$ cat config.mk
export PLATFORM = sky130hd
export DESIGN_NAME = duty_cycle_circuit
export DESIGN_NICKNAME = d
export VERILOG_FILES = /design/src/rtl/duty_cycle_pkg.sv /design/src/rtl/duty_cycle_seq_divider.sv /design/src/rtl/duty_cycle_circuit.sv
export SDC_FILE = /design/constraint.sdc
export NUM_CORES = 1
export LEC_CHECK = 0
export CAP_MARGIN = 20
export CELL_PAD_IN_SITES_DETAIL_PLACEMENT = 1
export CELL_PAD_IN_SITES_GLOBAL_PLACEMENT = 1
export CORE_MARGIN = 8
export CORE_UTILIZATION = 50
export DETAILED_ROUTE_END_ITERATION = 8
export PLACE_DENSITY_LB_ADDON = 0.1
export SLEW_MARGIN = 20
export SYNTH_ARGS = -nofsm -noshare
export SYNTH_HDL_FRONTEND = slang
export SYNTH_SLANG_ARGS = --single-unit
$ cat constraint.sdc
create_clock -name clk -period 9.75 [get_ports clk]
set_clock_uncertainty 0.05 [all_clocks]
set_input_delay 1.4625 -clock clk [delete_from_list [all_inputs] [get_ports clk]]
set_output_delay 1.4625 -clock clk [all_outputs]
set_load 0.05 [all_outputs]
$ cat src/rtl/duty_cycle_pkg.sv
// Shared constants and types for the duty-cycle measurement block.
package duty_cycle_pkg;

  // Default width of the high/period cycle counters.
  localparam int CNT_W = 16;
  // Full-scale result (100 % duty) in basis points; fits in 14 bits.
  localparam int SCALE = 10000;
  // Numerator width: high_cnt * SCALE needs CNT_W + 14 bits.
  localparam int NUM_W = CNT_W + 14;

  // Sequential divider control states.
  typedef enum logic [1:0] {
    IDLE  = 2'd0,
    LOAD  = 2'd1,
    SHIFT = 2'd2,
    DONE  = 2'd3
  } div_state_t;

endpackage : duty_cycle_pkg

$ cat src/rtl/duty_cycle_seq_divider.sv
// Unsigned restoring divider, one quotient bit per clock.
// Handshake: i_start is accepted only in a cycle where o_busy is low; the
// operands are captured on that edge. o_done pulses for exactly one cycle,
// during which o_quot holds the final quotient. A zero divisor yields 0.
module seq_divider
  import duty_cycle_pkg::*;
#(
  parameter int DVD_W = NUM_W,
  parameter int DVS_W = CNT_W
) (
  input  logic             i_clk,
  input  logic             i_rst,
  input  logic             i_start,
  input  logic [DVD_W-1:0] i_num,
  input  logic [DVS_W-1:0] i_den,
  output logic             o_busy,
  output logic             o_done,
  output logic [DVD_W-1:0] o_quot,
  output div_state_t       o_state
);

  localparam int BC_W = $clog2(DVD_W + 1);

  div_state_t       r_state;
  div_state_t       w_state_next;
  logic [DVD_W-1:0] r_quot;
  logic [DVS_W-1:0] r_den;
  logic [DVS_W-1:0] r_rem;
  logic [BC_W-1:0]  r_bit_cnt;

  logic [DVS_W:0]   w_rem_shift;
  logic [DVS_W:0]   w_rem_sub;
  logic             w_q_bit;

  // Partial-remainder step: bring down the next dividend bit, try subtract.
  assign w_rem_shift = {r_rem, r_quot[DVD_W-1]};
  assign w_rem_sub   = w_rem_shift - {1'b0, r_den};
  assign w_q_bit     = (w_rem_shift >= {1'b0, r_den});

  // Control state register.
  always_ff @(posedge i_clk or posedge i_rst) begin
    if (i_rst) begin
      r_state <= IDLE;
    end else begin
      r_state <= w_state_next;
    end
  end

  // Next-state logic: capture, clear, shift DVD_W times, report.
  always_comb begin
    w_state_next = r_state;
    case (r_state)
      IDLE:    if (i_start) w_state_next = LOAD;
      LOAD:    w_state_next = SHIFT;
      SHIFT:   if (r_bit_cnt == BC_W'(DVD_W - 1)) w_state_next = DONE;
      DONE:    w_state_next = IDLE;
      default: w_state_next = IDLE;
    endcase
  end

  // Datapath: dividend shifts out of r_quot while quotient bits shift in.
  always_ff @(posedge i_clk or posedge i_rst) begin
    if (i_rst) begin
      r_quot    <= '0;
      r_den     <= '0;
      r_rem     <= '0;
      r_bit_cnt <= '0;
    end else begin
      case (r_state)
        IDLE: begin
          if (i_start) begin
            r_quot <= i_num;
            r_den  <= i_den;
          end
        end
        LOAD: begin
          r_rem     <= '0;
          r_bit_cnt <= '0;
        end
        SHIFT: begin
          r_rem     <= w_q_bit ? w_rem_sub[DVS_W-1:0] : w_rem_shift[DVS_W-1:0];
          r_quot    <= {r_quot[DVD_W-2:0], w_q_bit};
          r_bit_cnt <= r_bit_cnt + 1'b1;
        end
        default: ;
      endcase
    end
  end

  assign o_busy  = (r_state != IDLE);
  assign o_done  = (r_state == DONE);
  assign o_quot  = (r_den == '0) ? '0 : r_quot;
  assign o_state = r_state;

endmodule : seq_divider

$ cat src/rtl/duty_cycle_circuit.sv
// Duty-cycle meter: synchronises ring_in, counts high and total cycles per
// input period (rise to rise) and divides them into basis points.
module duty_cycle_circuit
  import duty_cycle_pkg::div_state_t;
#(
  parameter int CNT_W       = duty_cycle_pkg::CNT_W,
  parameter int SCALE       = duty_cycle_pkg::SCALE,
  parameter int SYNC_STAGES = 2
) (
  input  logic        clk,
  input  logic        reset,
  input  logic        ring_in,
  input  logic        enable,
  output logic [15:0] value,
  output div_state_t  dbg_div_state
);

  localparam int               NUMER_W = CNT_W + 14;
  localparam logic [CNT_W-1:0] CNT_MAX = '1;
  localparam logic [CNT_W-1:0] CNT_ONE = CNT_W'(1);
  localparam logic [15:0]      SCALE_V = 16'(SCALE);

  logic [SYNC_STAGES-1:0] r_sync;
  logic                   r_s_d;
  logic [CNT_W-1:0]       r_period_cnt;
  logic [CNT_W-1:0]       r_high_cnt;
  logic                   r_armed;
  logic                   r_pend_valid;
  logic [CNT_W-1:0]       r_pend_high;
  logic [CNT_W-1:0]       r_pend_period;

  logic                   w_s;
  logic                   w_rise;
  logic                   w_timeout;
  logic                   w_div_start;
  logic                   w_div_busy;
  logic                   w_div_done;
  logic [NUMER_W-1:0]     w_num;
  logic [NUMER_W-1:0]     w_quot;
  logic [15:0]            w_quot_clamped;

  // Synchroniser chain for the asynchronous input.
  always_ff @(posedge clk or posedge reset) begin
    if (reset) begin
      r_sync <= '0;
    end else begin
      r_sync <= {r_sync[SYNC_STAGES-2:0], ring_in};
    end
  end

  assign w_s = r_sync[SYNC_STAGES-1];

  // Edge-history flop for rising-edge detection.
  always_ff @(posedge clk or posedge reset) begin
    if (reset) begin
      r_s_d <= 1'b0;
    end else begin
      r_s_d <= w_s;
    end
  end

  assign w_rise = w_s & ~r_s_d;
  // Stuck input: period counter saturated with no rise; a rise takes priority.
  assign w_timeout = enable & ~w_rise & (r_period_cnt == CNT_MAX);

  // Period/high counters and the armed flag; a rise restarts a period.
  always_ff @(posedge clk or posedge reset) begin
    if (reset) begin
      r_period_cnt <= '0;
      r_high_cnt   <= '0;
      r_armed      <= 1'b0;
    end else if (!enable) begin
      r_period_cnt <= '0;
      r_high_cnt   <= '0;
      r_armed      <= 1'b0;
    end else if (w_rise) begin
      // The rise cycle itself is the first (high) cycle of the new period.
      r_period_cnt <= CNT_ONE;
      r_high_cnt   <= CNT_ONE;
      r_armed      <= 1'b1;
    end else if (w_timeout) begin
      r_period_cnt <= '0;
      r_high_cnt   <= '0;
      r_armed      <= 1'b0;
    end else begin
      if (r_period_cnt != CNT_MAX) r_period_cnt <= r_period_cnt + 1'b1;
      if (w_s && (r_high_cnt != CNT_MAX)) r_high_cnt <= r_high_cnt + 1'b1;
    end
  end

  // Single-entry pending slot; a newer snapshot replaces an unconsumed one.
  always_ff @(posedge clk or posedge reset) begin
    if (reset) begin
      r_pend_valid  <= 1'b0;
      r_pend_high   <= '0;
      r_pend_period <= '0;
    end else if (!enable) begin
      r_pend_valid <= 1'b0;
    end else if (w_rise && r_armed) begin
      r_pend_valid  <= 1'b1;
      r_pend_high   <= r_high_cnt;
      r_pend_period <= r_period_cnt;
    end else if (w_timeout || w_div_start) begin
      r_pend_valid <= 1'b0;
    end
  end

  assign w_div_start = enable & r_pend_valid & ~w_div_busy;
  assign w_num       = NUMER_W'(r_pend_high) * NUMER_W'(SCALE);

  seq_divider #(
    .DVD_W (NUMER_W),
    .DVS_W (CNT_W)
  ) u_div (
    .i_clk   (clk),
    .i_rst   (reset),
    .i_start (w_div_start),
    .i_num   (w_num),
    .i_den   (r_pend_period),
    .o_busy  (w_div_busy),
    .o_done  (w_div_done),
    .o_quot  (w_quot),
    .o_state (dbg_div_state)
  );

  assign w_quot_clamped = (w_quot > NUMER_W'(SCALE)) ? SCALE_V : w_quot[15:0];

  // Result register: stuck-input verdict or a finished division.
  always_ff @(posedge clk or posedge reset) begin
    if (reset) begin
      value <= '0;
    end else if (w_timeout) begin
      value <= w_s ? SCALE_V : 16'd0;
    end else if (w_div_done) begin
      value <= w_quot_clamped;
    end
  end

endmodule : duty_cycle_circuit

# After elaboration in Yosys (flattened, before gate mapping)
# Cells that the tools add are included.
# W data, S select, Z words.
word_totals:
  ff_bits: 154
  input_bits: 4
  wordCells: 82
op_classes:
  add_sub_neg: 4
  n_mul: 1
  n_lt_le_gt_ge: 2
  eq_ne: 13
  n_mux: 27
  n_bitwise: 8
  n_reduce_logical: 13
ops:
  columns: ["operator", "count"]
  rows:
  - ["$mux W16", 12]
  - ["$mux W30", 2]
  - ["$pmux W30 S2", 1]
  - ["$add A16 B1 Y16 const B", 2]
  - ["$ne A16 B16 Y1 const B", 2]
  - ["$pmux W16 S2", 1]
  - ["$gt A30 B14 Y1 const B", 1]
  - ["$mul A16 B10 Y26 const B", 1]
  - ["$ge A17 B16 Y1", 1]
  - ["$eq A16 B16 Y1 const B", 1]
  - ["$logic_not A16 Y1", 1]
  - ["$sub A16 B16 Y16", 1]
  - ["$mux W14", 1]
  - ["$pmux W5 S2", 1]
  - ["$ne A4 B1 Y1 const B", 2]
  - ["$pmux W2 S4", 1]
  - ["$reduce_and A2 Y1", 4]
  - ["$reduce_bool A2 Y1", 4]
  - ["$mux W1", 6]
  - ["$ne A3 B1 Y1 const B", 2]
  - ["$add A5 B1 Y5 const B", 1]
  - ["$and A1 B1 Y1", 5]
  - ["$eq A5 B5 Y1 const B", 1]
  - ["$eq A2 B2 Y1 const B", 2]
  - ["8 further kinds", 12]

# Logic depth before layout (Yosys ltp)
# Gate-level depths: netlist of run 1.
depth:
  ltp_word: 9
  mapped_depth: 19
  mapped_depth_nobuf: 19

# Cells and area by module
# A second synthesis of run 1 with hierarchy kept.
unflattened:
  cells_unflattened: 1036
  area_unflattened_um2: 10436.3
modules_own_cells:
  columns: ["mod", "n_inst", "cells_each", "area_each_um2"]
  rows:
  - ["duty_cycle_circuit", 1, 611, 6272.3]
  - ["seq_divider", 1, 425, 4164.0]

# Worst setup path before layout of run 1
# Ideal clock, no wire load.
synth_timing:
  path_type: "register -> register"
  from: "reg r_pend_high[4]"
  to: "reg u_div.r_quot[23]"
  setup_ps: 119
  t_arrival_ps: 4356
  slack_ps: 5225
  stages_incl_launch_ff: 20
  path_cell_list: "dfrtp_1 > inv_1 > fa_1 > inv_1 > ha_1 > inv_1 > fa_1 > inv_1 > ha_1 > inv_1 > fa_1 > inv_1 > ha_1 > and3_1 > nor3b_1 > o31a_1 > a311oi_1 > xor2_1 > o21ai_0 > o21a_1"
synth_via:
  elab_chain_cells: 3
synth_lines:
  columns: ["item", "line", "text"]
  rows:
  - ["start: declaration", "duty_cycle_circuit.sv:29", "logic [CNT_W-1:0] r_pend_high;"]
  - ["start signal: assignment", "duty_cycle_circuit.sv:101", "r_pend_high <= r_high_cnt;"]
  - ["$mul A16 B10 Y26", "duty_cycle_circuit.sv:109", "assign w_num = NUMER_W'(r_pend_high) * NUMER_W'(SCALE);"]
  - ["$mux W30", "duty_cycle_seq_divider.sv:71", "if (i_start) begin"]
  - ["$pmux W30 S2", "duty_cycle_seq_divider.sv:69", "case (r_state)"]
  - ["end signal: assignment", "duty_cycle_seq_divider.sv:72", "r_quot <= i_num;"]
  - ["end signal: assignment", "duty_cycle_seq_divider.sv:82", "r_quot <= {r_quot[DVD_W-2:0], w_q_bit};"]
  - ["end: declaration", "duty_cycle_seq_divider.sv:26", "logic [DVD_W-1:0] r_quot;"]
# Every way passes these cells. The select of a mux whose other input is x is not followed.
# A chain may end at the register's enable or synchronous reset.

# Final worst setup path of run 1
layout_timing:
  from: "reg r_pend_high[4]"
  to: "reg u_div.r_quot[29]"
# Same word-level chain as after synthesis.

==> metrics.cfg, run 1 <==
[sta]
hold_violations = 0
final.setup.tns_ps = 0
max-slew-margin-rel = 0.317
worst_slew_pin_slew_ps = 1020
timing.fmax_mhz = 203
fin_crit_ps = 4930
finalMaxSlewViolations = 0
fin_crit_sh = 0.506
setup_viol = 0
rsz0062_at_grt = false
hold_ws_ps = 302

[outcome]
status = finished, final reports clean

[die]
die_x_um = 159
ios = 22
dieHeight_um = 159
num_rows = 52
initial_core_util = 0.507
coreArea_um2 = 20200
die-area_um2 = 25300

[flow_run]
maxCapViolations = 0

[synth]
syn_area_per_cell_um2 = 9.83
synth_xor_area_frac = 0.0419
synth_top_family_by_area = adder cells
synth.distinct_cells = 64
synth_area_um2 = 10200
synth_top_area_share = 0.377
synth-seq-cells = 154
synth_ff_type = dfrtp_1
ys.warnings.count = 0
synth_edf_count = 0
synth.net_count = 1175
synthAdderAreaFrac = 0.185
async_flop_share = 1.00
yosysTopAreaCell = dfrtp_1
yosys.area_share.simple = 0.129
ys_seq_area_frac = 0.377
synthMuxAreaShare = 0.0681
syn_inst = 1041
synthTopCellsByArea = dfrtp_1 38%, ha_1 11%, fa_1 7.0%
synth_compound_area_frac = 0.136

[routing]
wl_um = 25100
drtIter0Drc = 279
vias = 7575
routedWlPerCell_um = 18.6
final_antenna_net_count = 0
drc = 0
vias_per_cell = 5.63
drt_pass1_iterations = 4

[clock_network]
cts_resized = 0
cts_made_buffers = 17
cts_root_buffer = clkbuf_16
cts_tree = built
clk_path_buf_depth = 2
htreeDepth = 4
hold_buffers = 0
clk_pin_slew_ps = 70
clock_latency_ps = 440
clock_sinks = 154
post_cts.repair.setup_buffers = 0

[worst_setup_path]
r2r_cells = 19
rr_startpoint = r_pend_high[4]
worstSetupStartpoint = r_pend_high[4]
end_kind = flop
rrSetupSlack_ps = 4820
critPathLaunchType = flop
critical_path_class = flop to flop
worst-endpoint-required_ps = 10010
reg2reg_to = u_div.r_quot[29]
cp.arrival_ps = 5180
crit_end = u_div.r_quot[29]
worst-path-max-fanout = 5

[grt]
grt_max_degree = 83
grt_pass1_vias = 8307
grtUsageMet2 = 0.337
use_met3 = 0.0334
antenna_found_initial = 0
grt-ovfl-total = 0
grt_use_total = 0.205
met1_usage = 0.276
grt_first_pass_wirelength_um = 42600
grt-busiest-layer = met2

[finish]
regArea_um2 = 3850
fill_cells = 2257
fin_nets = 1196
final_core_util = 0.564
mostFrequentLayoutCells = 154 x dfrtp_1, 141 x inv_1, 94 x ha_1
layout_commonest_cell = dfrtp_1
area_delta_synth_final_pct = 11.2
multi_input_area_um2 = 5740
stdcell_area_um2 = 11400
drive_gt1_frac = 0.0940
antenna_cells = 0

[pwr]
ir_drop_uv = 125
power.leakage_nw = 5.56
powerDensity_nw_per_um2 = 228

[placed_design]
hpwl_um = 18700
place_area_um2 = 10700
gp_congestion = 0.840
port_buffers = 21

[min_path]
hold_path.class = flop to flop
worstHoldPathCells = 0
min_from = r_sync[0]

-- cell families after synthesis --
logic type               Yosys count
AO/OA/AOI/OAI                    214
multiplexers                      64
XOR/XNOR                          49
flip-flops                       154
adder cells (fa/ha/maj)          130
AND/OR/NAND/NOR                  261
buffers and inverters            169
-- worst max-delay path: stages (launching register included) --
cell     delay [ps]
dfrtp_1         410
inv_1           140
fa_1            560
inv_1            50
ha_1            270
inv_1            60
fa_1            530
inv_1            50
ha_1            260
inv_1            50
fa_1            490
inv_1            40
ha_1            350
and3_1          210
nor3b_1         150
o31a_1          370
o21a_1          220
nor3_1          200
mux2i_1         250
o21ai_0          90
-- flip-flops by register name, indices dropped and copies added, names as in the netlist --
register / cells
u_div.r_rem: 16
r_armed: 1
u_div.r_den: 16
r_sync: 2
r_pend_period: 16
r_pend_valid: 1
u_div.r_bit_cnt: 5
r_high_cnt: 16
r_s_d: 1
r_pend_high: 16
u_div.r_quot: 30
r_period_cnt: 16
u_div.o_state: 2
value: 16
-- metal layers --
| metal | vias to the layer above | part of all wire |
|---|---|---|
| met2 | 81 | 0.48 |
| met4 | 0 | 0.014 |
| met3 | 24 | 0.026 |
| met5 | - | 0 |
| li1 | 3634 | - |
| met1 | 3836 | 0.48 |
-- layout make-up --
type	count	area share
flip-flops and latches	154	0.339
repair buffers	28	0.0231
inverters	143	0.0476
multi-input cells	718	0.504
well taps	270	0.0297
clock inverters	15	0.0193
clock buffers	17	0.0374
-- power by group --
| group | switching, W | internal (W) | total, W | leakage, nW |
|---|---|---|---|---|
| sequential | 0.000105 | 0.000740 | 0.000845 | 2.06 |
| combinational | 0.000631 | 0.000416 | 0.00105 | 3.19 |
| clock | 0.000328 | 0.000377 | 0.000705 | 0.310 |
-- cells in the mapped netlist (all sizes together) (5+ instances only) --
cell    instances
dfrtp         154
inv           142
ha             94
nor2           75
a21oi          62
o21ai          57
nand2          50
mux2           45
fa             36
nand3          29
xnor2          25
xor2           24
clkbuf         23
mux2i          19
nand4          14
nor3           14
nor4           13
o22ai          13
or3            13
a22o           12
and3           11
nor2b          11
a21boi          9
a21o            9
nand2b          9
a211oi          8
o31ai           8
a31oi           7
nor3b           6
o21a            5
-- worst min path at each step --
| stage | slack (ps) | to |
|---|---|---|
| final | 300 | r_sync[1] |
| after global routing | 320 | r_sync[1] |
| after CTS | 300 | r_sync[1] |
| after detailed placement | 290 | r_sync[1] |
| after global placement | 280 | r_sync[1] |
| after floorplan | 280 | r_sync[1] |
-- per-stage QoR --
stage | worst slack [ps] | cells | power [W]
2_1_floorplan | 4090 | 1041 | 0.00163
3_3_place_gp | 5040 | 1313 | 0.00187
3_5_place_dp | 4810 | 1313 | 0.00191
4_1_cts | 4800 | 1345 | 0.00262
5_1_grt | 4540 | 1345 | 0.00276
6_report | 4820 | 1345 | 0.00260
Note: power is estimated with default switching activity, not from simulation.
==> run 2: changes to the inputs <==
clock period = 5 ns   (was 9.75 ns; I/O delays follow)
==> run 2 against run 1 <==
Effect of this change:
- sequential power increased by 95%
- sequential share of layout area decreased by 0.063 points
- power increased by 95%
- sequential cell count is the same
- worst setup slack lost 4600 ps
- final area up 0.22%
- largest power group unchanged
==> metrics.cfg, run 2 (synthesized netlist as in run 1, its figures left out) <==
[die]
die_x_um = 159  ; unchanged
dieHeight_um = 159  ; unchanged
num_rows = 52  ; unchanged
ios = 22  ; unchanged
coreArea_um2 = 20200  ; unchanged
die-area_um2 = 25300  ; unchanged
initial_core_util = 0.507  ; unchanged

[grt]
grt_max_degree = 99  ; was 83
grtUsageMet2 = 0.337  ; about the same
grt_use_total = 0.204  ; was 0.205
grt-ovfl-total = 0  ; unchanged
met1_usage = 0.279  ; was 0.276
antenna_found_initial = 0  ; unchanged
grt_first_pass_wirelength_um = 42400  ; was 42,600 um
grt-busiest-layer = met2  ; unchanged
use_met3 = 0.0313  ; was 0.0334
grt_pass1_vias = 8085  ; was 8,307

[finish]
antenna_cells = 0  ; unchanged
area_delta_synth_final_pct = 11.5  ; was 11.2%
drive_gt1_frac = 0.102  ; was 0.0940
layout_commonest_cell = dfrtp_1  ; unchanged
fin_nets = 1201  ; was 1,196
largest_reg_flops = 30  ; unchanged
top_register = u_div.r_quot  ; unchanged
mostFrequentLayoutCells = 153 x dfrtp_1, 141 x inv_1, 94 x ha_1  ; was 154 x dfrtp_1, 141 x inv_1, 94 x ha_1
fill_cells = 2305  ; was 2,257

[sta]
max-slew-margin-rel = 0.292  ; was 0.317
setup_viol = 0  ; unchanged
worst_slew_pin_slew_ps = 1060  ; was 1020 ps
timing.fmax_mhz = 208  ; was 203 MHz
fin_crit_ps = 4800  ; was 4930 ps
hold_violations = 0  ; unchanged
fin_ws_ps = 200  ; was 4820 ps
fin_crit_sh = 0.960  ; was 0.506
finalMaxSlewViolations = 0  ; unchanged

[worst_setup_path]
critPathLaunchType = flop  ; unchanged
reg2reg_to = u_div.r_quot[27]  ; was u_div.r_quot[29]
crit_slowest_cell = fa_1  ; unchanged
rrSetupSlack_ps = 200  ; was 4820 ps
path_cells = inv_1, fa_1, inv_1, ha_1, inv_1, fa_1, inv_1, ha_1, inv_1, fa_1, inv_1, ha_1, and3_1, nor3b_1, o31a_1, o21a_1, or3_1, nand3_1, a21oi_1  ; was inv_1, fa_1, inv_1, ha_1, inv_1, fa_1, inv_1, ha_1, inv_1, fa_1, inv_1, ha_1, and3_1, nor3b_1, o31a_1, o21a_1, nor3_1, mux2i_1, o21ai_0
cpPeakStageDelay_ps = 530  ; was 560 ps
end_kind = flop  ; unchanged
worst-path-max-fanout = 5  ; unchanged
worst-endpoint-required_ps = 5250  ; was 10,010 ps
rr_startpoint = r_pend_high[5]  ; was r_pend_high[4]
r2r_cells = 19  ; unchanged
cpMostUsedCell = inv_1  ; unchanged
cp.arrival_ps = 5050  ; was 5180 ps
crit_end = u_div.r_quot[27]  ; was u_div.r_quot[29]
worstSetupStartpoint = r_pend_high[5]  ; was r_pend_high[4]
critical_path_class = flop to flop  ; unchanged

[routing]
drt_pass1_iterations = 4  ; unchanged
wl_um = 25100  ; about the same
drc = 0  ; unchanged
drtIter0Drc = 385  ; was 279
vias = 7587  ; was 7,575
routedWlPerCell_um = 18.6  ; about the same
final_antenna_net_count = 0  ; unchanged
vias_per_cell = 5.62  ; was 5.63

[placed_design]
dp_worst_setup_slack_ps = 186  ; was 4810 ps
gp_congestion = 0.812  ; was 0.840
hpwl_um = 18700  ; about the same
port_buffers = 21  ; unchanged

[clock_network]
clock_sinks = 154  ; unchanged
cts_root_buffer = clkbuf_16  ; unchanged
clk_pin_slew_ps = 70  ; about the same
cts_made_buffers = 17  ; unchanged
clock_latency_ps = 440  ; about the same
clk_path_buf_depth = 2  ; unchanged
htreeDepth = 4  ; unchanged
cts_tree = built  ; unchanged

[pwr]
powerDensity_nw_per_um2 = 444  ; was 228 nW/um2
power.leakage_nw = 5.58  ; was 5.56 nW
total_power_w = 0.00506  ; was 0.00260 W
ir_drop_uv = 221  ; was 125 uV

[min_path]
hold_path.class = flop to flop  ; unchanged

[outcome]
status = finished, final reports clean  ; unchanged

[flow_run]
maxCapViolations = 0  ; unchanged

[run 2: power breakdown]
part           total [W]  leakage (nW)  internal [W]  switching (W)
registers        0.00165          2.06       0.00144       0.000207
clock network    0.00133         0.290      0.000718       0.000617
logic            0.00207          3.23      0.000815        0.00126
[run 2: final cells by class]
type | count | area, um2 | area share
Multi-Input combinational cell | 718 | 5760 | 0.505
Sequential cell | 154 | 3850 | 0.338
Inverter | 143 | 542 | 0.0475
Clock buffer | 18 | 429 | 0.0376
Tap cell | 270 | 338 | 0.0296
Timing Repair Buffer | 33 | 313 | 0.0274
Clock inverter | 14 | 168 | 0.0147
[run 2: through the flow]
step | hold slack [ps] | setup TNS (ps) | std cells | cell area (um2) | utilization
final | 307 | 0 | 1350 | 11400 | 0.566
after global routing | 319 | -3.70 | 1350 | 11400 | 0.566
after floorplan | 281 | 0 | 1041 | 10200 | -
after detailed placement | 292 | 0 | 1317 | 10800 | 0.535
after CTS | 308 | 0 | 1349 | 11400 | 0.564
after global placement | 282 | 0 | 1317 | 10800 | 0.534
[run 2: worst min path at each step]
stage                          from  cells past startpoint         to
after floorplan           r_sync[0]                      0  r_sync[1]
after global placement    r_sync[0]                      0  r_sync[1]
after detailed placement  r_sync[0]                      0  r_sync[1]
after CTS                 r_sync[0]                      0  r_sync[1]
after global routing      r_sync[0]                      0  r_sync[1]
final                     r_sync[0]                      0  r_sync[1]
[run 2: metal layers]
metal,vias up,part of all wire
li1,3649,-
met1,3853,0.48
met2,71,0.48
met3,14,0.028
met4,0,0.0069
met5,-,0
[run 2: critical path: cells and delay by family (launching register included)]
family,cells,cell delay (ps)
flip-flops,1,420
AND/OR/NAND/NOR,4,760
buffers and inverters,6,370
adder cells (fa/ha/maj),6,2440
AO/OA/AOI/OAI,3,620
[run 2: what timing repair did]
| action | CTS | global route |
|---|---|---|
| hold endpoints to repair | 0 | 0 |
| hold buffers | 0 | 0 |
| endpoints found under the setup margin | 0 | 4 |
| gates resized for setup | 0 | 5 |
| setup buffers | 0 | 1 |
==> run 3: changes to the inputs <==
HOLD_SLACK_MARGIN = 0.15   (was not set)
PLACE_DENSITY_LB_ADDON = 0.12   (was 0.1)
REMOVE_ABC_BUFFERS = 1   (was not set)
==> run 3 against run 2 <==
Effect of this change:
- via count grew 0.61%
- die area is the same
- critical path depth is the same
- non-clock buffer count grew 2
- fmax grew 1.2%
- clock power is essentially flat
- power grew 0.15%
- largest cell class unchanged
- highest routed layer unchanged
==> metrics.cfg, run 3 (synthesized netlist as in run 1, its figures left out) <==
[outcome]
status = finished, final reports clean  ; unchanged

[clock_network]
htreeDepth = 4  ; unchanged
cts_root_buffer = clkbuf_16  ; unchanged
clk_path_buf_depth = 2  ; unchanged
cts_made_buffers = 17  ; unchanged
clk_pin_slew_ps = 80  ; was 70 ps
hold_buffers = 0  ; unchanged
cts_tree = built  ; unchanged
clock_latency_ps = 430  ; was 440 ps
clock_sinks = 154  ; unchanged

[finish]
drive_gt1_frac = 0.103  ; was 0.102
fin_nets = 1203  ; was 1,201
instances_no_fill = 1352  ; was 1,350
multi_input_area_um2 = 5760  ; unchanged
regArea_um2 = 3850  ; about the same
layout_commonest_cell = dfrtp_1  ; unchanged
largest_reg_flops = 30  ; unchanged
fill_cells = 2278  ; was 2,305
mostFrequentLayoutCells = 154 x dfrtp_1, 141 x inv_1, 94 x ha_1  ; was 153 x dfrtp_1, 141 x inv_1, 94 x ha_1
antenna_cells = 0  ; unchanged
area_delta_synth_final_pct = 11.5  ; about the same
top_register = u_div.r_quot  ; unchanged

[pwr]
powerDensity_nw_per_um2 = 444  ; about the same
power.leakage_nw = 5.59  ; was 5.58 nW
ir_drop_uv = 286  ; was 221 uV

[die]
ios = 22  ; unchanged
dieHeight_um = 159  ; unchanged
num_rows = 52  ; unchanged
coreArea_um2 = 20200  ; unchanged
die-area_um2 = 25300  ; unchanged
initial_core_util = 0.507  ; unchanged
die_x_um = 159  ; unchanged

[sta]
fin_crit_ps = 4740  ; was 4800 ps
hold_violations = 0  ; unchanged
fin_crit_sh = 0.949  ; was 0.960
setup_viol = 0  ; unchanged
timing.fmax_mhz = 211  ; was 208 MHz
finalMaxSlewViolations = 0  ; unchanged
final.setup.tns_ps = 0  ; unchanged
worst_slew_pin_slew_ps = 1040  ; was 1060 ps
max-slew-margin-rel = 0.307  ; was 0.292
rsz0062_at_grt = false

[routing]
drtIter0Drc = 324  ; was 385
vias_per_cell = 5.65  ; was 5.62
routedWlPerCell_um = 18.7  ; was 18.6 um
drc = 0  ; unchanged
final_antenna_net_count = 0  ; unchanged
wl_um = 25200  ; was 25,100 um
drt_pass1_iterations = 4  ; unchanged
vias = 7633  ; was 7,587

[placed_design]
gp_congestion = 0.812  ; about the same
dpl.cell_count = 1318  ; was 1,317
port_buffers = 21  ; unchanged
hpwl_um = 18600  ; was 18,700 um

[worst_setup_path]
path_cells = inv_1, fa_1, inv_1, ha_1, inv_1, fa_1, inv_1, ha_1, inv_1, fa_1, inv_1, ha_1, and3_1, nor3b_1, o31a_1, o21a_1, or3_1, nand3_1, a21oi_1  ; unchanged
critPathLaunchType = flop  ; unchanged
worst-path-max-fanout = 5  ; unchanged
cpMostUsedCell = inv_1  ; unchanged
worst-endpoint-required_ps = 5260  ; was 5250 ps
crit_slowest_cell = fa_1  ; unchanged
cp.arrival_ps = 5000  ; was 5050 ps
end_kind = flop  ; unchanged
critical_path_class = flop to flop  ; unchanged
cpPeakStageDelay_ps = 570  ; was 530 ps

[grt]
grt-ovfl-total = 0  ; unchanged
grt_use_total = 0.206  ; was 0.204
grt_first_pass_wirelength_um = 42900  ; was 42,400 um
grt_pass1_vias = 8269  ; was 8,085
grt_max_degree = 94  ; was 99
antenna_found_initial = 0  ; unchanged

[min_path]
hold_path.class = flop to flop  ; unchanged

[flow_run]
maxCapViolations = 0  ; unchanged

==> run 3: cell count changes in the layout (fill, tap and decap cells not counted), sizes merged <==
cell,before,now
inv,152,151
clkinv,3,4
buf,12,14
==> run 3: report_power, final <==
part           switching [W]  internal, W  leakage, nW
sequential          0.000209      0.00144         2.06
clock               0.000617     0.000720        0.293
combinational        0.00126     0.000815         3.23
total                0.00209      0.00298         5.59
==> run 3: final cells by class <==
type	instances	share of cell area
repair buffers	35	0.0276
clock inverters	14	0.0151
flip-flops and latches	154	0.338
clock buffers	18	0.0376
multi-input cells	718	0.505
well taps	270	0.0296
inverters	143	0.0475
==> run 3: through the flow <==
step	utilization	hold WS [ps]	total power, W	setup slack (ps)	area, um2
floorplan	-	281	0.00313	50.2	10100
global placement	0.534	281	0.00365	300	10800
detailed placement	0.534	292	0.00372	143	10800
CTS	0.564	310	0.00510	118	11400
global route	0.566	319	0.00536	24.0	11400
finish	0.566	304	0.00507	256	11400
==> run 3: path summary, 6_finish.rpt <==
path                                startpoint  cells after the start               end  slack [ps]
worst max register to register  r_pend_high[4]                     19  u_div.r_quot[27]         260
max in group asynchronous                reset                      3      r_pend_valid        3130
worst min register to register       r_sync[0]                      0         r_sync[1]         300
worst max-delay path            r_pend_high[4]                     19  u_div.r_quot[27]         260
min in group asynchronous                reset                      2   r_period_cnt[8]         800
worst min-delay path                 r_sync[0]                      0         r_sync[1]         300
==> run 3: routing by layer <==
metal / GRT usage / part of all wire
met1: 0.271 / 0.47
met2: 0.349 / 0.49
met3: 0.0271 / 0.017
met4: 0.0609 / 0.016
met5: 0 / 0
==> run 3: critical path, delay by kind of cell, from the launching register on <==
family          cells  cell delay [ps]
compound gates      3              640
buf+inv             6              340
flops               1              360
fa+ha+maj           6             2460
simple gates        4              780
==> run 3: what timing repair did <==
| action | in CTS | in global routing |
|---|---|---|
| resized for setup | 0 | 4 |
| setup buffers | 0 | 2 |
| setup endpoints to repair | 0 | 4 |
